File: config.mk
export PLATFORM = sky130hd
export DESIGN_NAME = mem_arbiter
export DESIGN_NICKNAME = d
export VERILOG_FILES = /design/src/rtl/mem_arb_pkg.sv /design/src/rtl/rr_arbiter2.sv /design/src/rtl/mem_arbiter.sv
export SDC_FILE = /design/constraint.sdc
export NUM_CORES = 1
export LEC_CHECK = 0
export ABC_AREA = 1
export CAP_MARGIN = 30
export CORE_ASPECT_RATIO = 1.1
export CORE_UTILIZATION = 43
export CTS_BUF_LIST = sky130_fd_sc_hd__clkbuf_4 sky130_fd_sc_hd__clkbuf_8 sky130_fd_sc_hd__clkbuf_16
export DETAILED_ROUTE_END_ITERATION = 10
export GPL_TIMING_DRIVEN = 0
export PLACE_DENSITY = 0.8
export SLEW_MARGIN = 40
export SYNTH_ARGS = -nofsm -noshare
export SYNTH_HDL_FRONTEND = slang
export SYNTH_SLANG_ARGS = --single-unit
File: constraint.sdc
create_clock -name clk -period 1.7 [get_ports clk]
set_input_delay 0.34 -clock clk [delete_from_list [all_inputs] [get_ports clk]]
set_output_delay 0.34 -clock clk [all_outputs]
set_load 0.05 [all_outputs]
File: src/rtl/mem_arb_pkg.sv
// Shared types for the two-port memory arbiter.
//   state_t   : sequencer states (IDLE, ACCESS, WAIT)
//   port_id_t : requester index (PORT_FETCH = instruction fetch, PORT_DATA = load/store)
package mem_arb_pkg;

  typedef enum logic [1:0] {
    IDLE   = 2'd0,
    ACCESS = 2'd1,
    WAIT   = 2'd2
  } state_t;

  typedef logic port_id_t;

  localparam port_id_t PORT_FETCH = 1'b0;
  localparam port_id_t PORT_DATA  = 1'b1;

endpackage

File: src/rtl/rr_arbiter2.sv
// Two-input combinational grant logic.
//   req[1:0]   : request vector (bit N = port N valid)
//   last_grant : port granted by the previous handshake
//   enable     : grants are only issued while asserted
//   gnt[1:0]   : one-hot grant, all-zero when disabled or nothing requested
// Build option: MEM_ARB_FIXED_PRIO_EN selects fixed priority (port 0 wins
// every tie, port 1 may starve); otherwise ties alternate round-robin.
module rr_arbiter2
  import mem_arb_pkg::*;
(
  input  logic [1:0] req,
  input  port_id_t   last_grant,
  input  logic       enable,
  output logic [1:0] gnt
);

`ifdef MEM_ARB_FIXED_PRIO_EN
  logic unused_last_grant;
  assign unused_last_grant = last_grant;
`endif

  always_comb begin
    gnt = 2'b00;
    if (enable) begin
      case (req)
        2'b01:   gnt = 2'b01;
        2'b10:   gnt = 2'b10;
`ifdef MEM_ARB_FIXED_PRIO_EN
        2'b11:   gnt = 2'b01;
`else
        // Tie goes to whichever port did not win last time.
        2'b11:   gnt = (last_grant == PORT_FETCH) ? 2'b10 : 2'b01;
`endif
        default: gnt = 2'b00;
      endcase
    end
  end

endmodule

File: src/rtl/mem_arbiter.sv
// Two-requester arbiter/sequencer in front of a single-port memory.
// Port 0 = instruction fetch, port 1 = load/store. One transaction at a
// time: IDLE (arbitrate/handshake) -> ACCESS -> [WAIT for reads] -> IDLE.
// Ports:
//   clk, reset                   : clock, async active-high reset
//   reqN_valid/ready/write/addr/wdata : request handshake for port N
//   rspN_valid/rdata             : one-cycle response pulse + read data (0 on write ack)
//   mem_write/read/address/data_in/data_out : memory interface
//   busy                         : high whenever not IDLE
// Build option: MEM_ARB_FIXED_PRIO_EN (see rr_arbiter2).
module mem_arbiter
  import mem_arb_pkg::*;
#(
  parameter int WIDTH = 4
) (
  input  logic                 clk,
  input  logic                 reset,
  input  logic                 req0_valid,
  output logic                 req0_ready,
  input  logic                 req0_write,
  input  logic [WIDTH-1:0]     req0_addr,
  input  logic [2*WIDTH-1:0]   req0_wdata,
  output logic                 rsp0_valid,
  output logic [2*WIDTH-1:0]   rsp0_rdata,
  input  logic                 req1_valid,
  output logic                 req1_ready,
  input  logic                 req1_write,
  input  logic [WIDTH-1:0]     req1_addr,
  input  logic [2*WIDTH-1:0]   req1_wdata,
  output logic                 rsp1_valid,
  output logic [2*WIDTH-1:0]   rsp1_rdata,
  output logic                 mem_write,
  output logic                 mem_read,
  output logic [WIDTH-1:0]     mem_address,
  output logic [2*WIDTH-1:0]   mem_data_in,
  input  logic [2*WIDTH-1:0]   mem_data_out,
  output logic                 busy
);

  localparam int DW = 2 * WIDTH;

  state_t           state, state_nxt;
  port_id_t         last_grant, port_q, win_port;
  logic             wr_q;
  logic [WIDTH-1:0] addr_q;
  logic [DW-1:0]    wdata_q;
  logic [1:0]       gnt;
  logic             hs, done;
  logic             rsp_vld_q;
  logic [DW-1:0]    rdata0_q, rdata1_q;

  rr_arbiter2 u_arb (
    .req        ({req1_valid, req0_valid}),
    .last_grant (last_grant),
    .enable     (state == IDLE),
    .gnt        (gnt)
  );

  // gnt is already qualified by valid and IDLE, so any grant is a handshake.
  assign req0_ready = gnt[0];
  assign req1_ready = gnt[1];
  assign hs         = |gnt;
  assign win_port   = gnt[1] ? PORT_DATA : PORT_FETCH;

  // Transaction finishes at the end of a write ACCESS or of a read WAIT.
  assign done = ((state == ACCESS) && wr_q) || (state == WAIT);

  always_comb begin
    state_nxt   = state;
    mem_write   = 1'b0;
    mem_read    = 1'b0;
    mem_address = '0;
    mem_data_in = '0;
    case (state)
      IDLE: begin
        if (hs) state_nxt = ACCESS;
      end
      ACCESS: begin
        mem_address = addr_q;
        mem_data_in = wdata_q;
        if (wr_q) begin
          mem_write = 1'b1;
          state_nxt = IDLE;
        end else begin
          mem_read  = 1'b1;
          state_nxt = WAIT;
        end
      end
      WAIT: begin
        // Read strobe and address held a second cycle so both registered
        // and read-gated memories present valid data by the end of WAIT.
        mem_read    = 1'b1;
        mem_address = addr_q;
        state_nxt   = IDLE;
      end
      default: state_nxt = IDLE;
    endcase
  end

  always_ff @(posedge clk or posedge reset) begin
    if (reset) begin
      state      <= IDLE;
      last_grant <= PORT_DATA;
      port_q     <= PORT_FETCH;
      wr_q       <= 1'b0;
      addr_q     <= '0;
      wdata_q    <= '0;
      rsp_vld_q  <= 1'b0;
      rdata0_q   <= '0;
      rdata1_q   <= '0;
    end else begin
      state     <= state_nxt;
      rsp_vld_q <= done;
      if (hs) begin
        port_q     <= win_port;
        last_grant <= win_port;
        wr_q       <= (win_port == PORT_DATA) ? req1_write : req0_write;
        addr_q     <= (win_port == PORT_DATA) ? req1_addr  : req0_addr;
        wdata_q    <= (win_port == PORT_DATA) ? req1_wdata : req0_wdata;
      end
      // Per-port data register only moves on that port's own response.
      if (done) begin
        if (port_q == PORT_FETCH) rdata0_q <= wr_q ? '0 : mem_data_out;
        else                      rdata1_q <= wr_q ? '0 : mem_data_out;
      end
    end
  end

  // port_q is only overwritten at the edge ending the pulse cycle, so a
  // back-to-back handshake cannot redirect the current pulse.
  assign rsp0_valid = rsp_vld_q && (port_q == PORT_FETCH);
  assign rsp1_valid = rsp_vld_q && (port_q == PORT_DATA);
  assign rsp0_rdata = rdata0_q;
  assign rsp1_rdata = rdata1_q;
  assign busy       = (state != IDLE);

endmodule

==> results <==
## worst max-delay path: stages (launching register included)
cell     delay (ns)
dfrtp_1        0.39
inv_2          0.11
ha_4           0.16
buf_6          0.11
inv_2          0.04
nor2_4         0.08
o21a_1         0.15
buf_6          0.16
## cells by family (layout without fill, tap and decap cells)
logic type      count (synthesis)  in the layout
flops                          34             34
simple gates                  134            134
buf+inv                        46            137
fa+ha+maj                       3              3
compound gates                  6              6
## cell usage after synthesis (all sizes together)
cell	count	area [sq um]
inv	34	127.6
o21a	1	7.510
dfstp	1	26.28
clkinv	2	10.01
o21ai	2	10.00
buf	10	78.82
a31oi	1	6.260
dfrtp	33	825.8
a21oi	2	10.01
nand3	69	345.3
nor2	10	37.54
nand2	55	240.2
ha	3	37.54
## registers in the layout, indices dropped and copies added, names as in the netlist
| register | flops |
|---|---|
| state | 2 |
| rsp1_rdata | 8 |
| rsp_vld_q | 1 |
| last_grant | 1 |
| wdata_q | 8 |
| rsp0_rdata | 8 |
| addr_q | 4 |
| wr_q | 1 |
| port_q | 1 |
## repair_timing
action                     4_1_cts  5_1_grt
gates cloned                     1        0
setup endpoints to repair       35       17
gates resized for setup        144       39
pin swaps                        0        6
setup buffers                    4        6
## layer usage
layer  vias to the layer above  wire (microns)
met2                        77            2470
met3                         9             322
met1                       861            1932
li1                        888               -
met4                         0              84
met5                         -               0
## final cells by class
cell class,instances,area [sq um]
clock inverter,1,5.005
buffer,10,78.83
fill,331,1091
clock buffer,7,90.09
multi-input combinational,143,788.3
sequential,34,852.1
inverter,36,141.4
tap,52,65.06
timing repair buffer,83,822.0
## cell usage in the layout, fill, tap and decap left out, types with 2 or more instances in the layout
master / count
buf_2: 9
buf_4: 9
buf_6: 13
buf_8: 7
clkbuf_4: 2
clkbuf_8: 6
clkdlybuf4s50_1: 36
clkinv_2: 2
dfrtp_1: 33
dlygate4sd2_1: 17
ha_4: 2
inv_1: 21
inv_2: 13
nand2_1: 43
nand2_2: 3
nand2_4: 8
nand3_1: 69
nor2_1: 9
## power by group through the flow
stage | Clock, mW | Sequential, mW | Combinational [mW]
4_1_cts | 0.639 | 1.38 | 3.44
3_5_place_dp | 0 | 1.39 | 3.40
6_report | 0.624 | 1.42 | 3.79
2_1_floorplan | 0 | 1.92 | 1.82
3_3_place_gp | 0 | 1.38 | 3.35
5_1_grt | 0.673 | 1.46 | 4.03
## worst max-delay path by stage
| stage | startpoint | end | slack (ns) | depth (start not counted) |
|---|---|---|---|---|
| after CTS | state[1] | mem_read | -0.13 | 7 |
| after global routing | state[1] | mem_read | -0.16 | 7 |
| after global placement | req1_valid | req1_ready | -0.72 | 6 |
| after detailed placement | req1_valid | req1_ready | -0.74 | 6 |
| final | state[1] | mem_read | -0.11 | 7 |
| after floorplan | state[1] | mem_read | 0.08 | 6 |
==> results.toml <==
[timing]
tightestPinTransition_ns = 0.7094
grt_setup_unrepaired = "true"
hold_ws_ns = 0.4649
setup-violations-final = 11
hold_viol_final = 0
fin_skew_ns = 0.006566
fin_crit_sh_pct = 106.5
fmax_mhz = 552.3
drv_slew = 0
finalWorstSetupSlack_ns = -0.1105
relSlewSlack_pct = 52.64
tns_ns = -0.5007
layout_min_cycle_time_ns = 1.810

[floorplan]
die_w_microns = 63.05
coreArea_sq_mm = 0.003934
initial_utilization_pct = 44.82
ios = 73
die_h_microns = 69.16
rows = 24
die_area_sq_mm = 0.004360

[placed_design]
placed_cell_area_sq_mm = 0.002552
portBuffers = 72
dp_cells = 347
place_ws_ns = -0.7373
place.gp.congestion = 0.8054
dp_hpwl_mm = 3.197

[worst_hold_path]
whs_path_depth = 2
min-delay-start = "rsp0_rdata[1]"
min_to = "rsp0_rdata[1]"
hold_path.class = "flop to flop"

[cts]
cts_buffers = 5
clock_path_buffers = 2
clkTransAtPathRegs_ns = 0.07
ctsHoldBuffers = 0
cts_tree = "yes"
insertion_delay_ns = 0.28
htreeDepth = 2
cts.sinks = 34
clock-root-buffer = "clkbuf_8"

[setup_path]
required_ns = 1.36
crit_path_start_kind = "flop"
worst-r2r-setup-slack_ns = 0.24
r2r-end = "rsp0_rdata[6]"
cp_data_arrival_time_ns = 1.47
critPathKind = "flop to output pin"
r2r_start = "state[0]"
cp_max_fo = 3
r2r_cells = 8
end_kind = "output pin"

[layout]
final_area_sq_mm = 0.002843
antennaDiodeCount = 0
final_cells = 366
fin_util_pct = 72.26
area_growth_pct = 61.25
drive_above_1_share_pct = 25.48
nNetsFinal = 354

[routing]
dr_total_vias = 1835
avgRoutedWirePerCell_microns = 13.14
drcViolationCount = 0
via_per_inst = 5.014
drtIter0Drc = 119
routed_wl_mm = 4.809
antenna_left = 0
firstDrtPassIters = 4

[global_route]
busiest_layer = "met2"
grt_pass1_wl_mm = 7.617
use_met1_pct = 25.59
grt.met2_usage_pct = 39.43
gr-usage-all-layers_pct = 22.58
grt_pass1_vias = 1786
grt_max_degree = 35
grt-ovfl-total = 0
use_met3_pct = 5.464
antenna_found_initial = 0

[synth]
synth-compound-area-share_pct = 1.916
ys_types = 20
syn_area_sq_mm = 0.001763
synth_xor_area_share_pct = 0
ys_ff_latch = 34
synth_nets = 264
yosys_warnings = 0
synth_seq_area_share_pct = 48.33
syn_area_per_cell_sq_um = 7.906
synth.area.mux_share_pct = 0
synth_top_family_by_area = "simple AND/OR/NAND/NOR gates"
synth_fa_ha_area_share_pct = 2.129
synthCells = 223
synthSimpleGateAreaFrac_pct = 35.34

[pwr]
p_int_mw = 2.844
swShare_pct = 51.20
comb_power_share_pct = 65.0
clkPwrFrac_pct = 10.7
leakage_nw = 1.559
peakVddDrop_v = 0.001187
power_mw = 5.828
power_frac_seq_pct = 24.3
power.switching_mw = 2.984
p_per_area_mw_per_mm2 = 2050

[job]
cap_violations = 0

[run_status]
status = "complete, but fails checks"
violations = "setup timing"
Power figures use the tool's default switching activity.
